## src/rtl/boot_loader.sv

```systemverilog
// boot_loader: loads a program image from a byte stream into the core RAM.
//
// Stream: 4 length bytes (LSB first, N words), 4*N payload bytes (each word
// LSB first), 1 checksum byte (XOR of all payload bytes). Each assembled word
// is written to the RAM write port one cycle after its last byte is accepted.
// A matching checksum releases the core; any protocol error holds it for good.
//
// Ports:
//   clk, resetn          clock, asynchronous active-low reset
//   in_valid/in_data     byte offered by the upstream source
//   in_ready             loader accepts a byte this cycle (registered)
//   wr_addr/wr_data      RAM byte address (word-aligned) and write word
//   wr_size              2'b11 = write this cycle, 2'b00 = idle
//   core_hold            1 keeps the core in reset
//   done / error         image loaded and verified / load aborted (sticky)
//   word_count           payload words written so far
`timescale 1ns/1ps
module boot_loader #(
   parameter logic [13:0] BASE      = 14'h0000,
   parameter int unsigned MAX_WORDS = 4096
) (
   input  logic        clk,
   input  logic        resetn,
   input  logic        in_valid,
   input  logic [7:0]  in_data,
   output logic        in_ready,
   output logic [13:0] wr_addr,
   output logic [31:0] wr_data,
   output logic [1:0]  wr_size,
   output logic        core_hold,
   output logic        done,
   output logic        error,
   output logic [12:0] word_count
);

   typedef enum logic [2:0] {
      S_LEN  = 3'd0,
      S_DATA = 3'd1,
      S_SUM  = 3'd2,
      S_DONE = 3'd3,
      S_ERR  = 3'd4
   } state_t;

   state_t      state_q, state_d;
   logic [1:0]  idx_q, idx_d;
   logic [23:0] len_q, len_d;      // first three length bytes, LSB lowest
   logic [12:0] n_q, n_d;          // accepted image length in words
   logic [23:0] word_q, word_d;    // first three bytes of the current word
   logic [7:0]  csum_q, csum_d;
   logic [13:0] wr_addr_q, wr_addr_d;
   logic [31:0] wr_data_q, wr_data_d;
   logic [1:0]  wr_size_q, wr_size_d;
   logic [12:0] word_count_q, word_count_d;
   logic        in_ready_q, in_ready_d;
   logic        done_q, done_d;
   logic        error_q, error_d;
   logic        core_hold_q, core_hold_d;

   logic        take_s;
   logic        last_byte_s;
   logic [31:0] len_full_s;
   logic [31:0] word_full_s;

   // Running XOR checksum over payload bytes.
   function automatic logic [7:0] csum_next(input logic [7:0] acc, input logic [7:0] b);
      return acc ^ b;
   endfunction

   // in_ready_q mirrors the state register, so a transfer never depends
   // combinationally on in_valid for the ready decision.
   assign take_s      = in_valid && in_ready_q;
   assign last_byte_s = (idx_q == 2'd3);
   assign len_full_s  = {in_data, len_q};
   assign word_full_s = {in_data, word_q};

   // State register.
   always_ff @(posedge clk or negedge resetn) begin
      if (!resetn) begin
         state_q <= S_LEN;
      end else begin
         state_q <= state_d;
      end
   end

   // Next-state logic.
   always_comb begin
      state_d = state_q;
      case (state_q)
         S_LEN: begin
            if (take_s && last_byte_s) begin
               // The 32-bit compare also catches any bit set above bit 12.
               if (len_full_s > MAX_WORDS) begin
                  state_d = S_ERR;
               end else if (len_full_s == 32'd0) begin
                  state_d = S_SUM;
               end else begin
                  state_d = S_DATA;
               end
            end else begin
               state_d = S_LEN;
            end
         end
         S_DATA: begin
            if (take_s && last_byte_s && ((word_count_q + 13'd1) == n_q)) begin
               state_d = S_SUM;
            end else begin
               state_d = S_DATA;
            end
         end
         S_SUM: begin
            if (take_s) begin
               if (in_data == csum_q) begin
                  state_d = S_DONE;
               end else begin
                  state_d = S_ERR;
               end
            end else begin
               state_d = S_SUM;
            end
         end
         S_DONE:  state_d = S_DONE;
         S_ERR:   state_d = S_ERR;
         default: state_d = S_ERR;
      endcase
   end

   // Status outputs, registered from the next state so they track it exactly.
   always_comb begin
      in_ready_d  = 1'b0;
      done_d      = 1'b0;
      error_d     = 1'b0;
      core_hold_d = 1'b1;
      case (state_d)
         S_LEN, S_DATA, S_SUM: begin
            in_ready_d = 1'b1;
         end
         S_DONE: begin
            done_d      = 1'b1;
            core_hold_d = 1'b0;
         end
         S_ERR: begin
            error_d = 1'b1;
         end
         default: begin
            error_d = 1'b1;
         end
      endcase
   end

   // Datapath: length capture, word assembly, checksum and write issue.
   always_comb begin
      idx_d        = idx_q;
      len_d        = len_q;
      n_d          = n_q;
      word_d       = word_q;
      csum_d       = csum_q;
      wr_addr_d    = wr_addr_q;
      wr_data_d    = wr_data_q;
      wr_size_d    = 2'b00;
      word_count_d = word_count_q;
      case (state_q)
         S_LEN: begin
            if (take_s) begin
               idx_d = idx_q + 2'd1;
               len_d = {in_data, len_q[23:8]};
               if (last_byte_s) begin
                  n_d = len_full_s[12:0];
               end else begin
                  n_d = n_q;
               end
            end else begin
               idx_d = idx_q;
            end
         end
         S_DATA: begin
            if (take_s) begin
               idx_d  = idx_q + 2'd1;
               word_d = {in_data, word_q[23:8]};
               csum_d = csum_next(csum_q, in_data);
               if (last_byte_s) begin
                  // Write goes out next cycle; word_count steps with it.
                  wr_size_d    = 2'b11;
                  wr_data_d    = word_full_s;
                  wr_addr_d    = BASE + {word_count_q[11:0], 2'b00};
                  word_count_d = word_count_q + 13'd1;
               end else begin
                  wr_size_d = 2'b00;
               end
            end else begin
               idx_d = idx_q;
            end
         end
         S_SUM, S_DONE, S_ERR: begin
            idx_d = idx_q;
         end
         default: begin
            idx_d = idx_q;
         end
      endcase
   end

   // Datapath and output registers.
   always_ff @(posedge clk or negedge resetn) begin
      if (!resetn) begin
         idx_q        <= 2'd0;
         len_q        <= 24'd0;
         n_q          <= 13'd0;
         word_q       <= 24'd0;
         csum_q       <= 8'd0;
         wr_addr_q    <= BASE;
         wr_data_q    <= 32'd0;
         wr_size_q    <= 2'b00;
         word_count_q <= 13'd0;
         in_ready_q   <= 1'b0;
         done_q       <= 1'b0;
         error_q      <= 1'b0;
         core_hold_q  <= 1'b1;
      end else begin
         idx_q        <= idx_d;
         len_q        <= len_d;
         n_q          <= n_d;
         word_q       <= word_d;
         csum_q       <= csum_d;
         wr_addr_q    <= wr_addr_d;
         wr_data_q    <= wr_data_d;
         wr_size_q    <= wr_size_d;
         word_count_q <= word_count_d;
         in_ready_q   <= in_ready_d;
         done_q       <= done_d;
         error_q      <= error_d;
         core_hold_q  <= core_hold_d;
      end
   end

   assign in_ready   = in_ready_q;
   assign wr_addr    = wr_addr_q;
   assign wr_data    = wr_data_q;
   assign wr_size    = wr_size_q;
   assign core_hold  = core_hold_q;
   assign done       = done_q;
   assign error      = error_q;
   assign word_count = word_count_q;

endmodule

```

## config.mk

```make
export PLATFORM = sky130hd
export DESIGN_NAME = boot_loader
export DESIGN_NICKNAME = d
export VERILOG_FILES = /design/src/rtl/boot_loader.sv
export SDC_FILE = /design/constraint.sdc
export NUM_CORES = 1
export LEC_CHECK = 0
export CAP_MARGIN = 30
export CELL_PAD_IN_SITES_DETAIL_PLACEMENT = 1
export CELL_PAD_IN_SITES_GLOBAL_PLACEMENT = 2
export CORE_ASPECT_RATIO = 1.1
export CORE_MARGIN = 5
export CORE_UTILIZATION = 36
export DETAILED_ROUTE_END_ITERATION = 12
export PLACE_DENSITY_LB_ADDON = 0.1
export SLEW_MARGIN = 15
export SYNTH_ARGS = -nofsm -noshare
export SYNTH_HDL_FRONTEND = slang
export SYNTH_SLANG_ARGS = --single-unit
export TNS_END_PERCENT = 1
```

## constraint.sdc

```tcl
create_clock -name clk -period 2.78 [get_ports clk]
set_input_delay 0.695 -clock clk [delete_from_list [all_inputs] [get_ports clk]]
set_output_delay 0.695 -clock clk [all_outputs]
set_load 0.01 [all_outputs]
```

==> impl_metrics.ini <==
[clocking]
cts_tree = done
cts_resized = 0
ctsHoldBuffers = 0
cts_buffers = 17
clock_latency_ps = 420
h-tree-depth = 4
clk_pin_slew_ps = 60
clock_path_buffers = 2
cts.sinks = 136
post_cts_buffers = 0
cts_root_buffer = clkbuf_16

[logic_synthesis]
synth_seq_cells = 136
synth-compound-area-share_pct = 2.73
yosysWarningCount = 0
synth_fa_ha_area_share_pct = 0.437
ys_seq_area_share_pct = 59.5
yosys.area_share.simple_pct = 17.0
netlist_instances = 511
muxShareOfSynthArea_pct = 11.2
synth_cell_types = 48
synth.avg_cell_area_um2 = 11.2
syn_area_um2 = 5720
synth_top_family_by_area = simple AND/OR/NAND/NOR gates
synth_xor_xnor_area_share_pct = 6.58

[power_and_ir_drop]
vdd_drop_max_mv = 0.471
p_leak_nw = 3.53
pwr_density_cell_nw_per_um2 = 782

[place]
placed_cells = 781
io_buffers = 73
dp_slack_ps = 40.0
globalplace.congestion = 0.747
place_hpwl_um = 9920

[global_route]
grt_max_degree = 65
grt_pass1_vias = 4479
antenna_found_initial = 0
grt_pass1_wl_um = 24100
groute.usage.overall_pct = 16.9
overflow = 0

[critical_path]
required_ps = 3080
path_class = reg2reg
regToRegStartpoint = word_count[0]
r2r_end = state_q[0]
end_kind = flop
rrSetupSlack_ps = 220
cp-start-kind = flop
r2r_cells = 7
cp_max_fo = 8
critPathArrivalTime_ps = 2860

[worst_hold_path]
hp-class = in2async

[timing]
setup_violations = 0
tightestPinTransition_ps = 632
skew_ps = 7.80
slew_headroom_pct = 57.9
clock.fmax_ghz = 0.390
setup_slack_ps = 218
finalHoldViolCount = 0
post-route-period-util_pct = 92.1
post-route-min-period_ps = 2560
setup-tns-final_ps = 0
rsz0062_at_grt = false
slew_violations = 0

[cells_and_area]
instances_no_fill = 813
final_nets = 613
fillers = 1674
num_antenna_cells = 0
drive_above_1_share_pct = 19.2
syn2layout_area_growth_pct = 30.0

[drt]
drtIter0Drc = 160
wirelength_um = 14300
dr.pass1.iters = 4
drc_errors = 0
viasPerCell = 4.96
ant_nets = 0
wl_per_cell_um = 17.6
vias = 4031

[die]
rows = 48
fp.dieH_um = 142
core_area_um2 = 15700
die-area_um2 = 18500
initial_utilization_pct = 36.5
io_pins = 76
dieWidth_um = 130

[run]
maxCapViolations = 0

[run_status]
status = completed
-- power by group --
group          total (mW)  switching, mW  internal [mW]
logic               0.716          0.298          0.418
clock network        2.54          0.856           1.69
registers            2.56          0.280           2.28
total                5.82           1.43           4.39
-- synthesized netlist by cell type (all sizes together) --
library cell | n | area, um2
nand4 | 7 | 43.8
and2 | 1 | 6.26
conb | 1 | 3.75
nor3 | 7 | 40.0
and3 | 2 | 12.5
or2 | 1 | 6.26
a311o | 4 | 40.0
a311oi | 1 | 8.76
o2111ai | 1 | 8.76
o211ai | 1 | 7.51
dfrtp | 135 | 3380
mux2 | 56 | 631
nand2 | 160 | 603
inv | 6 | 22.5
nor2 | 15 | 63.8
o21ai | 9 | 45.0
dfstp | 1 | 26.3
clkbuf | 9 | 35.0
nor4 | 12 | 96.3
o21a | 1 | 7.51
mux2i | 1 | 10.0
a221oi | 1 | 8.76
nand3 | 5 | 30.0
xor2 | 16 | 140
nor2b | 2 | 12.5
or3b | 1 | 8.76
o22ai | 1 | 6.26
nor4bb | 1 | 10.0
o311a | 1 | 10.0
ha | 2 | 25.0
nand3b | 1 | 7.51
xnor2 | 27 | 236
a32oi | 1 | 8.76
buf | 16 | 83.8
a21oi | 1 | 5.00
and4b | 1 | 10.0
nand4bb | 1 | 11.3
or3 | 2 | 12.5
-- per-stage QoR --
step | utilization, % | total power [mW] | hold WS, ps | area [um2]
detailed placement | 43.2 | 3.33 | 460 | 6770
global route | 47.5 | 6.13 | 301 | 7440
finish | 47.5 | 5.82 | 252 | 7440
CTS | 47.5 | 5.91 | 291 | 7440
floorplan | - | 3.02 | 399 | 5730
global placement | 43.2 | 3.29 | 454 | 6770
-- sequential cells by signal, summed over array words and instances (netlist names) --
signal      count
wr_data        32
len_q          24
word_q         24
n_q            13
word_count     13
wr_addr        12
csum_q          8
state_q         3
idx_q           2
core_hold       1
done            1
error           1
in_ready        1
wr_size         1
-- area by class of cell --
class	count	area [um2]	area share [%]
Clock inverter	11	191	2.57
Sequential cell	136	3400	45.8
Multi-Input combinational cell	345	2190	29.4
Clock buffer	21	480	6.46
Tap cell	200	250	3.36
Inverter	6	22.5	0.303
Timing Repair Buffer	94	902	12.1
-- worst max path at each step --
| stage | cells after the start | to | start | slack [ps] |
|---|---|---|---|---|
| global route | 7 | state_q[0] | word_count[0] | 20 |
| global placement | 8 | state_q[0] | in_valid | 110 |
| finish | 7 | state_q[0] | word_count[0] | 220 |
| floorplan | 7 | state_q[0] | word_count[0] | 650 |
| detailed placement | 7 | state_q[0] | in_data[3] | 40 |
| CTS | 7 | state_q[0] | word_count[0] | 230 |
-- cell usage in the layout (no fill, tap or decap), types with 3 or more instances in the layout --
cell	n
nand3_1	4
dfrtp_1	135
bufinv_16	5
clkdlybuf4s50_1	72
nand4_1	7
clkbuf_8	4
nand2_1	159
a311o_1	4
clkinvlp_4	3
nor2_1	14
mux2_2	56
nor3_1	6
nor4_1	10
o21ai_0	8
xnor2_1	27
clkbuf_16	17
inv_1	6
buf_4	20
xor2_1	16
-- layer usage --
metal | GRT usage, % | wire length [um] | vias up
li1 | - | - | 1877
met1 | 20.9 | 6120 | 2077
met2 | 28.8 | 7480 | 58
met3 | 3.75 | 479 | 19
met4 | 5.96 | 240 | 0
met5 | 0 | 0 | -
-- logic make-up after synthesis --
group | count (synthesis)
compound gates | 22
xor+xnor | 43
fa+ha+maj | 2
buf+inv | 31
flops | 136
mux | 57
other cells | 1
simple gates | 219
-- critical path, cell delays in order (launching register included) --
cell and delay [ps]:
dfrtp_1 550, ha_1 330, nand3_2 210, or3_1 400, nor3_1 220, a311o_1 160, nand4_1 180, a311o_1 400
(Power assumes the default switching activity.)
